===== src/rtl/rtl_settings_pkg.sv =====
// Shared types for the memory test sequencer.
// Test/address mode encodings, FSM states and op codes.
package rtl_settings_pkg;

    typedef enum logic [1:0] {
        WRITE_ONLY      = 2'd0,
        READ_ONLY       = 2'd1,
        WRITE_AND_CHECK = 2'd2
    } test_mode_t;

    typedef enum logic [2:0] {
        FIX_ADDR   = 3'd0,
        RND_ADDR   = 3'd1,
        RUN_0_ADDR = 3'd2,
        RUN_1_ADDR = 3'd3,
        INC_ADDR   = 3'd4,
        DEC_ADDR   = 3'd5
    } addr_mode_t;

    typedef enum logic [2:0] {
        ST_IDLE  = 3'd0,
        ST_WRITE = 3'd1,
        ST_READ  = 3'd2,
        ST_DRAIN = 3'd3,
        ST_DONE  = 3'd4
    } seq_state_t;

    localparam logic OP_WRITE = 1'b0;
    localparam logic OP_READ  = 1'b1;

endpackage


===== src/rtl/mem_test_addr_gen.sv =====
// Address generator for the memory test sequencer.
// All address modes, the LFSR and a batch snapshot/restore slot.
module mem_test_addr_gen
    import rtl_settings_pkg::*;
#(
    parameter int ADDR_W = 26,
    parameter int LFSR_W = 32
) (
    input  logic              clk_i,
    input  logic              rst_i,
    input  logic              init_i,
    input  logic              advance_i,
    input  logic              snapshot_i,
    input  logic              restore_i,
    input  addr_mode_t        mode_i,
    input  logic [ADDR_W-1:0] base_i,
    input  logic [ADDR_W-1:0] limit_i,
    input  logic [LFSR_W-1:0] seed_i,
    output logic [ADDR_W-1:0] addr_o
);

    // x^32+x^22+x^2+x+1 mapped onto an LFSR_W-bit Galois register
    localparam logic [LFSR_W-1:0] TAPS =
        (LFSR_W'(1) << (LFSR_W - 1)) |
        (LFSR_W'(1) << (LFSR_W - 11)) |
        LFSR_W'(3);

    addr_mode_t        mode_q;
    logic [ADDR_W-1:0] base_q;
    logic [ADDR_W-1:0] limit_q;
    logic [ADDR_W-1:0] addr_q;
    logic [ADDR_W-1:0] snap_addr_q;
    logic [LFSR_W-1:0] lfsr_q;
    logic [LFSR_W-1:0] snap_lfsr_q;

    logic [ADDR_W-1:0] addr_nxt;
    logic [ADDR_W-1:0] addr_init;
    logic [LFSR_W-1:0] lfsr_nxt;
    logic [LFSR_W-1:0] seed_init;
    logic              win_ok;
    logic              win_in;

    // Next address, next LFSR value and start-of-test values
    always_comb begin
        win_ok   = (limit_q >= base_q);
        win_in   = (limit_i >= base_i);
        lfsr_nxt = lfsr_q[0] ? ((lfsr_q >> 1) ^ TAPS)
                             : (lfsr_q >> 1);
        case (mode_q)
            RUN_0_ADDR, RUN_1_ADDR:
                addr_nxt = {addr_q[ADDR_W-2:0], addr_q[ADDR_W-1]};
            INC_ADDR:
                addr_nxt = (!win_ok || addr_q == limit_q) ? base_q
                         : addr_q + ADDR_W'(1);
            DEC_ADDR:
                addr_nxt = !win_ok ? base_q
                         : (addr_q == base_q) ? limit_q
                         : addr_q - ADDR_W'(1);
            default:
                addr_nxt = base_q;
        endcase
        case (mode_i)
            RUN_0_ADDR: addr_init = ~ADDR_W'(1);
            RUN_1_ADDR: addr_init = ADDR_W'(1);
            DEC_ADDR:   addr_init = win_in ? limit_i : base_i;
            default:    addr_init = base_i;
        endcase
        seed_init = (seed_i == '0) ? '1 : seed_i;
    end

    // Generator state: load on init, rewind on restore, step on advance
    always_ff @(posedge clk_i or posedge rst_i) begin
        if (rst_i) begin
            mode_q      <= FIX_ADDR;
            base_q      <= '0;
            limit_q     <= '0;
            addr_q      <= '0;
            snap_addr_q <= '0;
            lfsr_q      <= '1;
            snap_lfsr_q <= '1;
        end else if (init_i) begin
            mode_q      <= mode_i;
            base_q      <= base_i;
            limit_q     <= limit_i;
            addr_q      <= addr_init;
            snap_addr_q <= addr_init;
            lfsr_q      <= seed_init;
            snap_lfsr_q <= seed_init;
        end else begin
            if (restore_i) begin
                addr_q <= snap_addr_q;
                lfsr_q <= snap_lfsr_q;
            end else if (advance_i) begin
                addr_q <= addr_nxt;
                lfsr_q <= lfsr_nxt;
            end
            if (snapshot_i) begin
                snap_addr_q <= advance_i ? addr_nxt : addr_q;
                snap_lfsr_q <= advance_i ? lfsr_nxt : lfsr_q;
            end
        end
    end

    assign addr_o = (mode_q == RND_ADDR) ? lfsr_q[ADDR_W-1:0] : addr_q;

endmodule


===== src/rtl/mem_test_sequencer.sv =====
// Memory test command sequencer.
// Issues write/read ops in batches, then drains downstream.
module mem_test_sequencer
    import rtl_settings_pkg::*;
#(
    parameter int ADDR_W    = 26,
    parameter int CNT_W     = 32,
    parameter int BATCH_W   = 4,
    parameter int LFSR_W    = 32,
    parameter int ERR_CNT_W = 16
) (
    input  logic                 clk_i,
    input  logic                 rst_i,
    input  logic                 start_i,
    input  logic                 abort_i,
    input  test_mode_t           test_mode_i,
    input  addr_mode_t           addr_mode_i,
    input  logic [CNT_W-1:0]     test_count_i,
    input  logic [BATCH_W-1:0]   batch_size_i,
    input  logic [ADDR_W-1:0]    base_addr_i,
    input  logic [ADDR_W-1:0]    limit_addr_i,
    input  logic [LFSR_W-1:0]    lfsr_seed_i,
    input  logic                 stop_on_err_i,
    input  logic                 err_i,
    input  logic                 downstream_busy_i,
    input  logic                 op_ready_i,
    output logic                 op_valid_o,
    output logic                 op_type_o,
    output logic [ADDR_W-1:0]    op_addr_o,
    output logic                 busy_o,
    output logic                 done_o,
    output logic                 fail_o,
    output logic [ERR_CNT_W-1:0] err_cnt_o
);

    seq_state_t         state_q;
    test_mode_t         tmode_q;
    logic               stop_q;
    logic               abort_pend_q;
    logic [CNT_W-1:0]   rem_q;
    logic [BATCH_W-1:0] bsize_q;
    logic [BATCH_W-1:0] blen_q;
    logic [BATCH_W-1:0] bcnt_q;

    logic               fire;
    logic               abort_ev;
    logic               wac;
    logic               last_in_batch;
    logic               last_word;
    logic               ag_init;
    logic               ag_adv;
    logic               ag_snap;
    logic               ag_rest;
    logic [BATCH_W-1:0] bs_in;

    function automatic logic [BATCH_W-1:0] batch_len(
        input logic [CNT_W-1:0]   rem,
        input logic [BATCH_W-1:0] bs
    );
        batch_len = (rem < CNT_W'(bs)) ? rem[BATCH_W-1:0] : bs;
    endfunction

    // Handshake, abort detection and address generator controls
    always_comb begin
        fire          = op_valid_o & op_ready_i;
        abort_ev      = (state_q != ST_IDLE)
                      & (abort_i | (err_i & stop_q));
        wac           = (tmode_q == WRITE_AND_CHECK);
        last_in_batch = (bcnt_q == blen_q - BATCH_W'(1));
        last_word     = (rem_q == CNT_W'(1));
        bs_in         = (batch_size_i == '0) ? BATCH_W'(1)
                                             : batch_size_i;
        ag_init       = (state_q == ST_IDLE) & start_i;
        ag_rest       = fire & wac & last_in_batch
                      & (state_q == ST_WRITE);
        ag_adv        = fire & ~ag_rest;
        ag_snap       = fire & wac & last_in_batch
                      & (state_q == ST_READ);
    end

    mem_test_addr_gen #(
        .ADDR_W (ADDR_W),
        .LFSR_W (LFSR_W)
    ) u_addr_gen (
        .clk_i      (clk_i),
        .rst_i      (rst_i),
        .init_i     (ag_init),
        .advance_i  (ag_adv),
        .snapshot_i (ag_snap),
        .restore_i  (ag_rest),
        .mode_i     (addr_mode_i),
        .base_i     (base_addr_i),
        .limit_i    (limit_addr_i),
        .seed_i     (lfsr_seed_i),
        .addr_o     (op_addr_o)
    );

    assign op_type_o = (state_q == ST_READ) ? OP_READ : OP_WRITE;

    // Test FSM with counters, error policy and registered status
    always_ff @(posedge clk_i or posedge rst_i) begin
        if (rst_i) begin
            state_q      <= ST_IDLE;
            tmode_q      <= WRITE_ONLY;
            stop_q       <= 1'b0;
            abort_pend_q <= 1'b0;
            rem_q        <= '0;
            bsize_q      <= '0;
            blen_q       <= '0;
            bcnt_q       <= '0;
            op_valid_o   <= 1'b0;
            busy_o       <= 1'b0;
            done_o       <= 1'b0;
            fail_o       <= 1'b0;
            err_cnt_o    <= '0;
        end else begin
            done_o <= 1'b0;
            if (state_q != ST_IDLE && err_i) begin
                fail_o <= 1'b1;
                if (err_cnt_o != {ERR_CNT_W{1'b1}})
                    err_cnt_o <= err_cnt_o + ERR_CNT_W'(1);
            end
            if (abort_ev)
                fail_o <= 1'b1;
            case (state_q)
                ST_IDLE: begin
                    if (start_i) begin
                        fail_o       <= 1'b0;
                        err_cnt_o    <= '0;
                        busy_o       <= 1'b1;
                        tmode_q      <= test_mode_i;
                        stop_q       <= stop_on_err_i;
                        abort_pend_q <= 1'b0;
                        rem_q        <= test_count_i;
                        bsize_q      <= bs_in;
                        blen_q       <= batch_len(test_count_i, bs_in);
                        bcnt_q       <= '0;
                        if (test_count_i == '0) begin
                            state_q    <= ST_DRAIN;
                            op_valid_o <= 1'b0;
                        end else begin
                            state_q    <= (test_mode_i == READ_ONLY)
                                        ? ST_READ : ST_WRITE;
                            op_valid_o <= 1'b1;
                        end
                    end
                end
                ST_WRITE, ST_READ: begin
                    if (abort_ev || abort_pend_q) begin
                        if (fire) begin
                            op_valid_o   <= 1'b0;
                            abort_pend_q <= 1'b0;
                            state_q      <= ST_DRAIN;
                        end else begin
                            abort_pend_q <= 1'b1;
                        end
                    end else if (fire) begin
                        if (!wac) begin
                            rem_q <= rem_q - CNT_W'(1);
                            if (last_word) begin
                                op_valid_o <= 1'b0;
                                state_q    <= ST_DRAIN;
                            end
                        end else if (state_q == ST_WRITE) begin
                            if (last_in_batch) begin
                                bcnt_q  <= '0;
                                state_q <= ST_READ;
                            end else begin
                                bcnt_q <= bcnt_q + BATCH_W'(1);
                            end
                        end else begin
                            rem_q <= rem_q - CNT_W'(1);
                            if (last_in_batch) begin
                                bcnt_q <= '0;
                                if (last_word) begin
                                    op_valid_o <= 1'b0;
                                    state_q    <= ST_DRAIN;
                                end else begin
                                    state_q <= ST_WRITE;
                                    blen_q  <= batch_len(
                                        rem_q - CNT_W'(1), bsize_q);
                                end
                            end else begin
                                bcnt_q <= bcnt_q + BATCH_W'(1);
                            end
                        end
                    end
                end
                ST_DRAIN: begin
                    if (!downstream_busy_i) begin
                        state_q <= ST_DONE;
                        done_o  <= 1'b1;
                    end
                end
                ST_DONE: begin
                    state_q <= ST_IDLE;
                    busy_o  <= 1'b0;
                end
                default: begin
                    state_q <= ST_IDLE;
                end
            endcase
        end
    end

endmodule


===== config.mk =====
export PLATFORM = sky130hd
export DESIGN_NAME = mem_test_sequencer
export DESIGN_NICKNAME = d
export VERILOG_FILES = /design/src/rtl/rtl_settings_pkg.sv /design/src/rtl/mem_test_addr_gen.sv /design/src/rtl/mem_test_sequencer.sv
export SDC_FILE = /design/constraint.sdc
export NUM_CORES = 1
export LEC_CHECK = 0
export ABC_AREA = 1
export CAP_MARGIN = 20
export CORE_MARGIN = 2
export CORE_UTILIZATION = 35
export CTS_BUF_LIST = sky130_fd_sc_hd__clkbuf_8 sky130_fd_sc_hd__clkbuf_16
export CTS_CLUSTER_SIZE = 10
export DETAILED_ROUTE_END_ITERATION = 7
export GPL_ROUTABILITY_DRIVEN = 0
export MAX_ROUTING_LAYER = met4
export PLACE_DENSITY = 0.55
export SLEW_MARGIN = 20
export SYNTH_ARGS = -nofsm -noshare
export SYNTH_HDL_FRONTEND = slang
export SYNTH_SLANG_ARGS = --single-unit

===== constraint.sdc =====
create_clock -name clk_i -period 20.4 [get_ports clk_i]
set_clock_uncertainty 0.1 [all_clocks]
set_input_delay 4.08 -clock clk_i [delete_from_list [all_inputs] [get_ports clk_i]]
set_output_delay 4.08 -clock clk_i [all_outputs]
set_load 0.01 [all_outputs]

==> flow_summary.yaml <==
timing:
  max_freq_mhz: 133.0
  hold_viol: 0
  tightest_slew_ns: 1.056
  slew_viol_final: 0
  grt_setup_unrepaired: "false"
  post-route-period-util_pct: 36.84
  finalCriticalPeriod_ns: 7.516
  hold_ws_ns: 0.3733
  finalSetupViolCount: 0
  maxSlewHeadroom_pct: 28.96
  tns_ns: 0
clock_network:
  cts_tree: "built"
  cts_root_buf: "clkbuf_16"
  clk_pin_slew_worst_paths_ns: 0.06
  cts_buffers: 30
  cts-resized-gates: 0
  clkLatencyLatePin_ns: 0.59
  h-tree-depth: 1
  cts_hold_repair.buffers: 0
  cts_buffer_depth: 3
  post_cts_buffers: 0
  clock_sinks: 242
global_route:
  grt_pass1_wl_um: 114000
  antenna_found_initial: 12
  grt_use_total_pct: 25.97
  grt_pass1_vias: 19970
  grt_max_degree: 120
  grt-ovfl-total: 0
place:
  hpwl_um: 51370
  portBuffers: 179
synthesis:
  synth_seq_cells: 242
  synth_area_leader_cell: "dfrtp_1"
  avgSynthCellArea_um2: 6.394
  synthTopCellsByArea: "dfrtp_1 23%, nand2_1 17%, dfstp_2 8.7%"
  synth_ff_type: "dfrtp_1"
  ys_seq_area_share_pct: 31.65
  synth_cells: 3032
  synth_edf_count: 0
  yosysTopAreaCellShare_pct: 22.98
  async_flop_share_pct: 100.0
  syn_area_um2: 19390
  yosysUniqueCellTypes: 44
  ys_warn_count: 0
  syn-num-nets: 3231
run_status:
  outcome: "finished clean"
routing:
  first_iter_violations: 1906
  drt-vias-per-instance: 5.384
  routed_wl_um: 73210
  wl_per_cell_um: 19.05
  drc: 0
  ant_nets: 0
  vias: 20690
  drt_first_pass_iters: 5
finish:
  area_growth_pct: 15.80
  num-fill-cells: 5868
  layout-drive-gt1-share_pct: 6.460
  num-nets-final: 3305
floorplan:
  ioPinCount: 180
  num_rows: 86
  dieHeight_um: 239.4
  core_area_um2: 54880
  dieWidth_um: 239.4
  die_area_um2: 57290
  initial_utilization_pct: 35.33
power_and_ir_drop:
  comb_power_share_pct: 58.2
  p_sw_mw: 1.852
  p_leak_nw: 10.59
  p_clk_share_pct: 14.3
  intPower_mw: 1.744
  swShare_pct: 51.50
  peakVddDrop_v: 0.0001141
  powerDensity_nw_per_um2: 160.2
  pwr-share-seq_pct: 27.5
  power_mw: 3.596
worst_setup_path:
  cp-end-kind: "flip-flop"
  crit_fanout: 26
  startpoint_type: "input port"
  critPathMostFrequentCell: "nand2_1"
  crit_chain: "clkdlybuf4s50_1 -> inv_1 -> ha_1 -> nand2_1 -> nor4_1 -> nand3_1 -> nand3_2 -> buf_16 -> nand2_1 -> nand2_1 -> nor2_1 -> o21ai_0 -> nand2_1 -> nand2_1 -> nand2_1"
  cp_num_buf_inv: 3
  cp.arrival_ns: 7.89
  cpPeakStageDelay_ns: 0.91
  r2r-end: "u_addr_gen.snap_addr_q[10]"
  cp_slowest_cell: "nor4_1"
  r2r_slack_ns: 16.34
  r2r_cells: 18
  cpLargestDelayFamily: "simple AND/OR/NAND/NOR gates"
  path_class: "in -> reg"
  cp.required_ns: 20.77
  worstSetupPathDepth: 15
  r2r_start: "blen_q[0]"
hold_path:
  hp-class: "reg -> reg"
  worstHoldStart: "u_addr_gen.snap_addr_q[0]"
  min_to: "u_addr_gen.snap_addr_q[0]"
  hold_depth: 2
job:
  cap_violations: 0
-- registers in the layout, indices dropped and copies added, names as in the netlist, 16 cells and up --
register	cells
u_addr_gen.lfsr_q	32
rem_q	32
u_addr_gen.snap_addr_q	26
err_cnt_o	16
u_addr_gen.addr_q	26
u_addr_gen.snap_lfsr_q	32
u_addr_gen.limit_q	26
u_addr_gen.base_q	26
-- through the flow --
stage	utilization, %	cell area (um^2)	instances	setup slack, ns
5_1_grt	40.91	22450	3843	12.95
3_3_place_gp	39.12	21470	3777	12.41
2_1_floorplan	-	19390	3032	9.681
6_report	40.91	22450	3843	12.88
4_1_cts	40.86	22420	3831	13.15
3_5_place_dp	39.17	21500	3778	12.56
-- power groups by stage --
stage,Clock (mW),Combinational (mW),Sequential (mW)
final,0.514,2.09,0.990
after CTS,0.525,2.08,0.984
after floorplan,0,1.57,0.871
after global routing,0.546,2.35,1.02
after detailed placement,0,2.07,0.989
after global placement,0,2.04,0.985
-- worst max path at each step --
stage | start | to
final | base_addr_i[24] | u_addr_gen.snap_addr_q[10]
after global routing | base_addr_i[24] | u_addr_gen.snap_addr_q[16]
after CTS | base_addr_i[25] | u_addr_gen.snap_addr_q[10]
after detailed placement | base_addr_i[25] | u_addr_gen.snap_addr_q[10]
after global placement | base_addr_i[19] | u_addr_gen.snap_addr_q[9]
after floorplan | rst_i | abort_pend_q
-- layout make-up --
class	instances	area (um^2)	area share [%]
multi-input combinational	2320	11300	50.34
antenna	12	30.03	0.1338
clock inverter	16	76.32	0.3400
tap	704	880.8	3.924
timing repair buffer	206	2014	8.973
sequential	242	6136	27.33
clock buffer	37	847.1	3.773
inverter	306	1164	5.183
-- worst register-to-register path, cell delays in order (launching register included) --
cell     delay [ns]
dfrtp_1        0.40
inv_1          0.08
ha_1           0.30
or2_2          0.28
nand4_1        0.07
nor2_1         0.05
nand2_1        0.20
nor2_2         0.07
nand2_2        0.05
buf_4          0.61
nand2_4        0.39
buf_4          0.54
a21oi_1        0.30
nand2_1        0.15
nand2_1        0.12
nand2_1        0.06
nand2_1        0.08
nand2_1        0.06
nand2_1        0.08
-- logic make-up (layout without fill, tap and decap cells) --
group | Yosys count | in the layout | share of synthesized area, %
compound gates | 555 | 555 | 14.86
xor+xnor | 86 | 86 | 3.885
fa+ha+maj | 66 | 66 | 4.259
buf+inv | 470 | 565 | 10.33
flops | 242 | 242 | 31.65
other cells | 0 | 12 | 0
simple gates | 1613 | 1613 | 35.02
-- layer usage --
metal | GRT usage, % | routed length, um
met5 | - | 0
met4 | 9.886 | 2824
met1 | 32.78 | 30770
met2 | 41.87 | 34120
met3 | 4.103 | 5497
-- Yosys cell counts, types with 3 or more instances --
cell type and number:
nand2_1 899, nor2_4 6, o21ai_0 284, nor2_1 379, nand2_4 3, inv_2 20, buf_1 8, nand3_1 174
nor3_4 3, nand2_2 6, buf_4 22, xnor2_1 11, xor2_1 75, a21oi_1 117, ha_1 66, o22ai_1 12
buf_6 13, nand4_1 80, inv_1 284, nor3_2 5, dfstp_2 64, dfrtp_1 178, o211ai_1 3, a31oi_1 42
buf_2 41, nor4_1 17, nor2_2 10, clkbuf_1 79, nor3_1 21, a211oi_1 4, o21ai_1 86, or2_2 3
-- layout by cell type (no fill, tap or decap), types with 2 or more instances in the layout --
master	count
buf_4	26
clkbuf_8	7
o21ai_0	284
ha_1	66
inv_4	4
xnor2_1	11
dfrtp_1	178
nand2_2	6
nand3b_1	2
nor2_4	7
nor2_1	379
a211oi_1	4
a21o_1	2
nor2_2	9
nor4_1	17
xor2_1	75
nand3_2	4
clkbuf_16	30
dfstp_2	64
nor3_1	19
nand3_1	172
nor3_2	5
nand2_4	4
inv_1	295
o21ai_1	86
nand4_1	80
o211ai_1	3
a21oi_1	117
nand3_4	2
o22ai_1	12
nand2_1	898
nor3_4	5
or2_2	3
a31oi_1	42
clkdlybuf4s50_1	179
inv_2	20
diode_2	12
Note: power is estimated with default switching activity, not from simulation.
